### config.mk
export PLATFORM = sky130hd
export DESIGN_NAME = mrv1_issue_sched
export DESIGN_NICKNAME = d
export VERILOG_FILES = /design/src/rtl/mrv1_pkg.sv /design/src/rtl/mrv1_rr_arbiter.sv /design/src/rtl/mrv1_issue_sched.sv
export SDC_FILE = /design/constraint.sdc
export NUM_CORES = 2
export LEC_CHECK = 0
export BUFFER_PORTS_ARGS = -buffer_cell sky130_fd_sc_hd__buf_2
export CAP_MARGIN = 20
export CORE_ASPECT_RATIO = 0.6
export CORE_UTILIZATION = 40
export CTS_BUF_LIST = sky130_fd_sc_hd__clkbuf_16
export DETAILED_ROUTE_END_ITERATION = 8
export PLACE_DENSITY = 0.6
export SLEW_MARGIN = 10
export SYNTH_ARGS = -nofsm -noshare
export SYNTH_HDL_FRONTEND = slang
export SYNTH_SLANG_ARGS = --single-unit
### constraint.sdc
create_clock -name clk_i -period 18.2 [get_ports clk_i]
set_input_delay 0.91 -clock clk_i [delete_from_list [all_inputs] [get_ports clk_i]]
set_output_delay 0.91 -clock clk_i [all_outputs]
set_load 0.02 [all_outputs]
### src/rtl/mrv1_pkg.sv
// Shared types and sizing for the mrv1 issue path.
// Slot field widths come from the localparams below; top-level parameters default to them.
package mrv1_pkg;

   localparam int MRV1_NUM_THREADS = 8;
   localparam int MRV1_NUM_FU      = 5;
   localparam int MRV1_PAYLOAD_W   = 128;
   localparam int MRV1_RF_ADDR_W   = 5;

   function automatic int mrv1_tid_width(input int num_threads);
      return (num_threads > 1) ? $clog2(num_threads) : 1;
   endfunction

   localparam int MRV1_TID_WIDTH = mrv1_tid_width(MRV1_NUM_THREADS);

   typedef struct packed {
      logic [MRV1_NUM_FU-1:0]    fu_req;
      logic [MRV1_PAYLOAD_W-1:0] payload;
      logic                      rs0_vld;
      logic [MRV1_RF_ADDR_W-1:0] rs0_addr;
      logic                      rs1_vld;
      logic [MRV1_RF_ADDR_W-1:0] rs1_addr;
      logic                      rd_vld;
      logic [MRV1_RF_ADDR_W-1:0] rd_addr;
   } mrv1_iss_slot_t;

   typedef logic [MRV1_NUM_THREADS-1:0][31:0] mrv1_sb_t;

endpackage

### src/rtl/mrv1_rr_arbiter.sv
// Round-robin arbiter: double-width masked priority encoder starting at ptr_i.
// Lower half holds requests at or above ptr_i, upper half the full vector for wrap-around.
module mrv1_rr_arbiter #(
   parameter  int NUM_REQ_P = 8,
   localparam int IDX_W     = (NUM_REQ_P > 1) ? $clog2(NUM_REQ_P) : 1
) (
   input  logic [NUM_REQ_P-1:0] req_i,
   input  logic [IDX_W-1:0]     ptr_i,
   output logic [NUM_REQ_P-1:0] grant_o,
   output logic [IDX_W-1:0]     grant_idx_o,
   output logic                 any_o
);

   logic [NUM_REQ_P-1:0]   mask;
   logic [2*NUM_REQ_P-1:0] dbl_req;

   always_comb begin
      for (int i = 0; i < NUM_REQ_P; i++) begin
         mask[i] = (i >= int'(ptr_i));
      end
   end

   assign dbl_req = {req_i, req_i & mask};

   // Scan from the top down so the lowest set bit is the one that sticks.
   always_comb begin
      grant_o     = '0;
      grant_idx_o = '0;
      any_o       = 1'b0;
      for (int i = 2*NUM_REQ_P-1; i >= 0; i--) begin
         if (dbl_req[i]) begin
            any_o       = 1'b1;
            grant_idx_o = IDX_W'(i % NUM_REQ_P);
         end
      end
      if (any_o) grant_o[grant_idx_o] = 1'b1;
   end

endmodule

### src/rtl/mrv1_issue_sched.sv
// Per-thread issue scheduler: one decoded slot per thread, per-thread register scoreboard,
// round-robin pick of one hazard-free thread per cycle onto the shared issue port.
module mrv1_issue_sched
   import mrv1_pkg::*;
#(
   parameter  int NUM_THREADS_P   = MRV1_NUM_THREADS,
   parameter  int NUM_FU_P        = MRV1_NUM_FU,
   parameter  int PAYLOAD_WIDTH_P = MRV1_PAYLOAD_W,
   parameter  int rf_addr_width_p = MRV1_RF_ADDR_W,
   localparam int TID_W           = mrv1_tid_width(NUM_THREADS_P)
) (
   input  logic                       clk_i,
   input  logic                       rst_i,
   // Decoder handshake: an instruction is taken at the edge where dec_vld_i & dec_rdy_o;
   // dec_rdy_o depends only on dec_tid_i and registered state, never on dec_vld_i.
   input  logic                       dec_vld_i,
   output logic                       dec_rdy_o,
   input  logic [TID_W-1:0]           dec_tid_i,
   input  logic [NUM_FU_P-1:0]        dec_fu_req_i,
   input  logic [PAYLOAD_WIDTH_P-1:0] dec_payload_i,
   input  logic                       dec_rs0_vld_i,
   input  logic [rf_addr_width_p-1:0] dec_rs0_addr_i,
   input  logic                       dec_rs1_vld_i,
   input  logic [rf_addr_width_p-1:0] dec_rs1_addr_i,
   input  logic                       dec_rd_vld_i,
   input  logic [rf_addr_width_p-1:0] dec_rd_addr_i,
   input  logic [NUM_FU_P-1:0]        fu_rdy_i,
   output logic                       iss_vld_o,
   output logic [TID_W-1:0]           iss_tid_o,
   output logic [NUM_FU_P-1:0]        iss_fu_req_o,
   output logic [PAYLOAD_WIDTH_P-1:0] iss_payload_o,
   output logic [rf_addr_width_p-1:0] iss_rs0_addr_o,
   output logic [rf_addr_width_p-1:0] iss_rs1_addr_o,
   output logic                       iss_rd_vld_o,
   output logic [rf_addr_width_p-1:0] iss_rd_addr_o,
   input  logic                       wb_vld_i,
   input  logic [TID_W-1:0]           wb_tid_i,
   input  logic [rf_addr_width_p-1:0] wb_rd_addr_i,
   input  logic                       flush_i,
   input  logic [TID_W-1:0]           flush_tid_i
);

   localparam int SB_W = 1 << rf_addr_width_p;

   mrv1_iss_slot_t                        slot_q [NUM_THREADS_P];
   mrv1_iss_slot_t                        dec_slot;
   logic [NUM_THREADS_P-1:0]              slot_vld_q, slot_vld_d;
   logic [NUM_THREADS_P-1:0][SB_W-1:0]    sb_q, sb_d;
   logic [TID_W-1:0]                      rr_ptr_q, rr_ptr_d;

   logic [NUM_THREADS_P-1:0] raw_hz, waw_hz, fu_ok, flush_hit, thr_rdy;
   logic [NUM_THREADS_P-1:0] grant_oh;
   logic [TID_W-1:0]         grant_idx;
   logic                     grant_any;
   logic                     enq;

   assign dec_rdy_o = ~slot_vld_q[dec_tid_i];
   assign enq       = dec_vld_i & dec_rdy_o & ~(flush_i & (flush_tid_i == dec_tid_i));

   always_comb begin
      dec_slot          = '0;
      dec_slot.fu_req   = dec_fu_req_i;
      dec_slot.payload  = dec_payload_i;
      dec_slot.rs0_vld  = dec_rs0_vld_i;
      dec_slot.rs0_addr = dec_rs0_addr_i;
      dec_slot.rs1_vld  = dec_rs1_vld_i;
      dec_slot.rs1_addr = dec_rs1_addr_i;
      dec_slot.rd_vld   = dec_rd_vld_i;
      dec_slot.rd_addr  = dec_rd_addr_i;
   end

   // x0 never enters the scoreboard, so an x0 operand can never stall.
   always_comb begin
      for (int t = 0; t < NUM_THREADS_P; t++) begin
         raw_hz[t]    = (slot_q[t].rs0_vld && (slot_q[t].rs0_addr != '0) && sb_q[t][slot_q[t].rs0_addr])
                     || (slot_q[t].rs1_vld && (slot_q[t].rs1_addr != '0) && sb_q[t][slot_q[t].rs1_addr]);
         waw_hz[t]    = slot_q[t].rd_vld && (slot_q[t].rd_addr != '0) && sb_q[t][slot_q[t].rd_addr];
         fu_ok[t]     = |(slot_q[t].fu_req & fu_rdy_i);
         flush_hit[t] = flush_i && (flush_tid_i == TID_W'(t));
         thr_rdy[t]   = slot_vld_q[t] & ~raw_hz[t] & ~waw_hz[t] & fu_ok[t] & ~flush_hit[t];
      end
   end

   mrv1_rr_arbiter #(
      .NUM_REQ_P (NUM_THREADS_P)
   ) u_arb (
      .req_i       (thr_rdy),
      .ptr_i       (rr_ptr_q),
      .grant_o     (grant_oh),
      .grant_idx_o (grant_idx),
      .any_o       (grant_any)
   );

   assign iss_vld_o      = grant_any;
   assign iss_tid_o      = grant_idx;
   assign iss_fu_req_o   = grant_any ? slot_q[grant_idx].fu_req : '0;
   assign iss_payload_o  = slot_q[grant_idx].payload;
   assign iss_rs0_addr_o = slot_q[grant_idx].rs0_addr;
   assign iss_rs1_addr_o = slot_q[grant_idx].rs1_addr;
   assign iss_rd_vld_o   = grant_any & slot_q[grant_idx].rd_vld;
   assign iss_rd_addr_o  = slot_q[grant_idx].rd_addr;

   // Enqueue only targets a free slot, so it never collides with the issue clear.
   always_comb begin
      slot_vld_d = slot_vld_q & ~grant_oh;
      if (flush_i) slot_vld_d[flush_tid_i] = 1'b0;
      if (enq)     slot_vld_d[dec_tid_i]   = 1'b1;
   end

   // Issue set is applied after writeback clear, so set wins on a collision.
   always_comb begin
      sb_d = sb_q;
      if (wb_vld_i && (wb_rd_addr_i != '0)) sb_d[wb_tid_i][wb_rd_addr_i] = 1'b0;
      if (grant_any && slot_q[grant_idx].rd_vld && (slot_q[grant_idx].rd_addr != '0))
         sb_d[grant_idx][slot_q[grant_idx].rd_addr] = 1'b1;
   end

   assign rr_ptr_d = grant_any ? grant_idx + TID_W'(1) : rr_ptr_q;

   always_ff @(posedge clk_i) begin
      if (rst_i) begin
         slot_vld_q <= '0;
         sb_q       <= '0;
         rr_ptr_q   <= '0;
      end else begin
         slot_vld_q <= slot_vld_d;
         sb_q       <= sb_d;
         rr_ptr_q   <= rr_ptr_d;
      end
   end

   always_ff @(posedge clk_i) begin
      if (enq) slot_q[dec_tid_i] <= dec_slot;
   end

   a_iss_onehot: assert property (@(posedge clk_i) disable iff (rst_i)
      iss_vld_o |-> $onehot(iss_fu_req_o));

   a_wb_pending: assert property (@(posedge clk_i) disable iff (rst_i)
      (wb_vld_i && (wb_rd_addr_i != '0)) |-> sb_q[wb_tid_i][wb_rd_addr_i]);

   a_enq_onehot: assert property (@(posedge clk_i) disable iff (rst_i)
      enq |-> $onehot(dec_fu_req_i));

   a_no_set_clear: assert property (@(posedge clk_i) disable iff (rst_i)
      !(grant_any && slot_q[grant_idx].rd_vld && (slot_q[grant_idx].rd_addr != '0)
        && wb_vld_i && (wb_tid_i == grant_idx) && (wb_rd_addr_i == slot_q[grant_idx].rd_addr)));

endmodule

== Yosys cells after proc, flatten, opt, wreduce, memory -nomap -nowiden ==
Memories as Yosys holds them, arrays and structs flattened.
Index checks and enable logic that the tools add are counted.
Storage, ports and cells
  flip-flop bits (word level): 267
  latch bits: 0
  bits in writable memories: 1208
  ROM bits: 0
  input bits: 175
  logic and storage cells: 354
  memories kept: 1
Memories
  slot_q: words 8, bits a word 151, read ports 9, clocked after memory_dff 0, write ports 1, line mrv1_issue_sched.sv:45  | mrv1_iss_slot_t slot_q [NUM_THREADS_P];
Cells by class
  $add $sub $neg: 1
  $mul: 0
  div/mod/pow operators: 0
  order comparisons: 43
  eq/ne operators: 8
  shift-type cells: 0
  mux-type cells: 104
  bitwise logic cells: 79
  reduce and logical (&&, ||, !) cells: 108
Operator list (number)
  $mux 256: 2
  $and 256x256->256: 1
  $not 256->256: 1
  $or 256x256->256: 1
  $demux 32 s3: 2
  $lt 5x6->1 const B: 26
  $reduce_bool 5->1: 26
  $bmux 1 s5: 24
  $logic_and 1x1->1: 65
  $mux 32: 2
  $mux 1: 48
  $mux 3: 16
  $and 5x5->5: 8
  $reduce_or 5->1: 8
  $and 1x1->1: 36
  $not 1->1: 26
  $and 8x8->8: 3
  $mux 8: 3
  $lt 3x4->1 const B: 4
  $not 8->8: 2
  $eq 3x3->1 const B: 4
  $ge 3x1->1 const B: 4
  $demux 1 s5: 2
  $ge 5x1->1 const B: 2
  other kinds (13): 27

== Longest topological paths before layout ==
An unclocked memory read counts as a cell.
  depth after elaboration: 37
  depth in mapped cells: 19

== By module ==
A second synthesis with hierarchy kept.
Second synthesis, totals
  cell total of the unflattened synthesis: 3788
  area, all modules: 59768.6 µm²
By module, submodules not included
  mrv1_issue_sched: times used 1, cells each 3730, area an instance 59373.2 µm², sequential area each 41499.8 µm²
  mrv1_rr_arbiter: times used 1, cells each 58, area an instance 395.4 µm², sequential area each 0.0 µm²

== Worst setup path after synthesis ==
No wires, ideal clock.
  path type: input-to-reg
  start: in dec_tid_i[1]
  end: reg slot_vld_q[2]
  setup time: 128 ps
  data arrival time: 19014 ps
  data required time: 18072 ps
  path slack: -942 ps
  stages: 6
  buffers on the path: 1
  cells stage by stage: clkbuf_1 > mux4_2 > mux2i_1 > nand3_1 > nor4b_1 > o21a_1
On the way
  longest elaborated chain between the ends: 6
  elaborated cells on any way between the ends: 15
  classes of those cells: order compare: 2; eq/ne: 1; mux: 5; bitwise: 6; reduce/logical: 1
RTL lines
  start: declaration: line mrv1_issue_sched.sv:18  | input logic [TID_W-1:0] dec_tid_i,
  $bmux 1 s3: line mrv1_issue_sched.sv:57  | assign dec_rdy_o = ~slot_vld_q[dec_tid_i];
  $mux 1 (implied by the code): line mrv1_issue_sched.sv:57
  $not 1->1: line mrv1_issue_sched.sv:57
  via dec_rdy_o: line mrv1_issue_sched.sv:17  | output logic dec_rdy_o,
  $and 1x1->1 (2 in series): line mrv1_issue_sched.sv:58  | assign enq = dec_vld_i & dec_rdy_o & ~(flush_i & (flush_tid_i == dec_tid_i));
  $mux 8: line mrv1_issue_sched.sv:107  | if (enq) slot_vld_d[dec_tid_i] = 1'b1;
  end signal: assignment: line mrv1_issue_sched.sv:126  | slot_vld_q <= slot_vld_d;
  end: declaration: line mrv1_issue_sched.sv:47  | logic [NUM_THREADS_P-1:0] slot_vld_q, slot_vld_d;
The timed path passes the listed nets, and every way through them passes these cells. The select of a mux whose other input is x is not followed.
A chain may end at the register's enable or synchronous reset.

==> impl_results.md <==
* Vias at 43.98k
* Initial cell density of the core at 0.4033
* H-tree Lvls at 4
* Row count at 112
* CTS tree: built
* DIE AREA at 158,600 um2
* Slowest CP cell: buf_4
* Synth Net Count at 4,614
* Layout fillers at 13.61k
* Yosys top cell by area: edfxtp_1
* IO Pins at 329
* Final ANT Viol Nets at 0
* Critical Path End Type: output port
* Internal power at 0.005472 W
* Leakage power at 24.03 nW
* Initial antenna violation count at 30
* Yosys warns at 0
* # DRC at 0
* Synthesis-stage register bit count at roughly 1.5k
* # resized after CTS at 0
* WP data required at approximately 17 ns
* Final Setup Violations at 0
* Number of max-cap violations at 0
* Final hold vios at 0
* Logic pwr share at 0.122
* Cell variety after synth at 99
* CP bufs+invs at 5
* Pwr dens at 106.2 nW/um2
* Crit start category: flop
* Setup TNS at 0 ns
* Fin crit share at 0.4843
* Die H at 308.9 um
* Detail Placement HPWL at approximately 140,000 um
* Period minus WS final at a little under 9 ns
* Relative slew margins at 0.1446
* CP cell instances: mux4_2 > o221ai_1 > o311ai_1 > a2111oi_0 > a2111oi_1 > o2111ai_1 > o211ai_1 > nand2_4 > inv_6 > nor2_4 > buf_4 > buf_4 > buf_4 > a221oi_1 > nand2_1 > buf_2
* Clk sinks at about 1.5k
* CTS Hold Buffers Added at 0
* Clk pin slew, worst setup/hold paths at 0.06 ns
* Via/cell ratio at 6.369
* Later-pin clock latency in the skew report at 0.81 ns
* Hold Path Origin: dec_payload_i[81]
* Final #Nets at 4,837
* Reg2reg setup slack at 10.42 ns
* TritonCTS buffer count at 142
* Switch Pwr at between 0.002 and 0.0025 W
* Reg2reg end: sb_q[47]
* Mapped Cells at 4,438
* Top-count cell post-synth: edfxtp_1
* Core footprint at 155,700 um2
* Worst hold stages at 1
* Synth Flop Type: edfxtp_1
* Largest family of logic cells by synthesized area: compound AO/OA/AOI/OAI gates
* CP Class: reg2out
* Peak supply drop at approximately 0.000084 V
* Worst hold slack at around 0.4 ns
* Vias in the first global route at between 30k and 40k
* XOR/XNOR Fraction of Synth Area at 0.0005580
* Worst slew pin tran at 1.280 ns
* Largest net degree at the start of global routing at 124
* Async set or reset register ratio after synthesis at 0
* Mux cell area share after synthesis at 0.09900
* Synth top area share at 0.5777
* HP Class: in2reg
* Storage cell area at 41,620 um2
* Most common cell on crit path: buf_4
* Max Slew Vio Count at 0
* Buffer count from post-CTS setup fixing at 0
* Area contributors post-synth: edfxtp_1 58%, dfxtp_1 8.5%, mux4_2 6.0%
* Clock Path Buffers at 3
* Status: complete, no violations
* R2R cell count at 13
* Adder-cell share of the synthesized area at 0.0001993
* Commonest cells post-synth: 1,208 x edfxtp_1, 539 x nand2_1, 267 x dfxtp_1, 259 x o211ai_1, 217 x clkbuf_1
* Clk network pwr share at 0.383
* First-pass GRT wire length at 309,700 um
* RSZ-0062 raised after global routing: no
* Worst Skew at 0.05682 ns
* Total Wirelength at ~220,000 um
* Crit Reg-Reg Startpoint: slot_q[1][12]
* Post-synthesis cell area at 62,790 um2
* Crit path max-delay family: buffers and inverters
* Area delta synth->final at 13.50%
* Mapped Avg Cell Area at 14.15 um2
* Switching part of the total at 0.2771
* Die width at 513.5 um
* Iter 0 DRT Violations at 6,563
* CP Data Arrival Time at 7.91 ns
* Crit path max fanout at 65
* Buffers on Ports at 328
* Synth Area in Simple Gates at 0.06971
* Grt total ovfl at 0
* Sequential share of the synthesized area at 0.6629
* Clk root buf: clkbuf_16
* Critical path's largest stage delay at 0.84 ns
* WL/cell at 32.11 um
* Multi-input logic area at about 20,000 um2
* Compound-Gate Fraction of Synth Area at 0.1441
* Hold Path End: slot_q[3][99]
* Share of cells above drive strength 1 at 0.1849
* Total GRT Usage at 0.2730
* Drt first pass iters at 8
* EDFF count, synth at 1,208
* GPL Wtd Cong at 1.007
* Peak Freq at 113.4 MHz
* Sequential share of power at 0.495
[power groups by stage]
stage          registers (W)  logic, W  clock network, W
2_1_floorplan        0.00382  0.000506                 0
3_3_place_gp         0.00382  0.000902                 0
5_1_grt              0.00375  0.000963           0.00306
4_1_cts              0.00375  0.000909           0.00293
3_5_place_dp         0.00382  0.000906                 0
6_report             0.00375  0.000922           0.00290
[kinds of logic after synthesis]
kind of cell,after synthesis
xor gates and xnor gates,4
adders and majority gates,1
AOI/OAI and AO/OA,1289
muxes,410
and+or+nand+nor,897
DFF,1475
buffers and inverters,362
[cell usage in the layout (no fill, tap or decap), drive strengths merged, types with 57 or more instances in the layout]
| master | netlist | final |
|---|---|---|
| a21oi | 169 | 169 |
| a221oi | 146 | 146 |
| a22oi | 142 | 142 |
| buf | 114 | 407 |
| clkbuf | 217 | 145 |
| clkinv | 1 | 57 |
| dfxtp | 267 | 267 |
| edfxtp | 1208 | 1208 |
| inv | 30 | 74 |
| mux2i | 216 | 216 |
| mux4 | 166 | 166 |
| nand2 | 539 | 539 |
| nor2 | 70 | 70 |
| o211ai | 259 | 259 |
| o21ai | 286 | 286 |
| o2bb2ai | 130 | 130 |
[per-stage QoR]
step	cells	setup WS, ns	util	total power [W]	area [um2]
2_1_floorplan	4438	0.2104	-	0.004328	62800
5_1_grt	6884	9.066	0.4574	0.007773	71210
3_3_place_gp	6608	10.09	0.4265	0.004720	66400
4_1_cts	6867	9.449	0.4557	0.007585	70950
6_report	6905	9.385	0.4577	0.007569	71270
3_5_place_dp	6613	10.33	0.4271	0.004726	66490
[worst max path at each step]
stage                              start                 to  slack (ns)  cells after the start
after floorplan             dec_tid_i[1]      slot_vld_q[0]        0.21                      6
after CTS                   slot_q[7][7]  iss_payload_o[67]        9.45                     16
after global routing       slot_q[4][12]  iss_payload_o[60]        9.07                     16
after detailed placement  flush_tid_i[0]  iss_payload_o[67]       10.33                     17
final                      slot_q[4][12]  iss_payload_o[60]        9.38                     16
after global placement      slot_q[7][0]  iss_payload_o[60]       10.09                     16
[metal layers]
layer / up-vias / wire length (um) / GRT usage
li1: 18292 / - / -
met4: 38 / 4776 / 0.07180
met1: 22477 / 97010 / 0.4055
met2: 2822 / 88900 / 0.3595
met3: 352 / 30730 / 0.1145
met5: - / 318 / 0.005063
[final cells by class]
class,instances,share of cell area
repair buffers,410,0.03552
clock buffers,142,0.04986
inverters,31,0.001843
diodes,25,0.0008778
clock inverters,112,0.01273
flip-flops and latches,1475,0.5840
multi-input cells,2601,0.2781
well taps,2109,0.03703
[flip-flops by register name, indices dropped and copies added, names as in the netlist]
signal,cells
sb_q,256
rr_ptr_q,3
slot_q,1208
slot_vld_q,8
No activity file was read; power rests on OpenSTA's default activity.
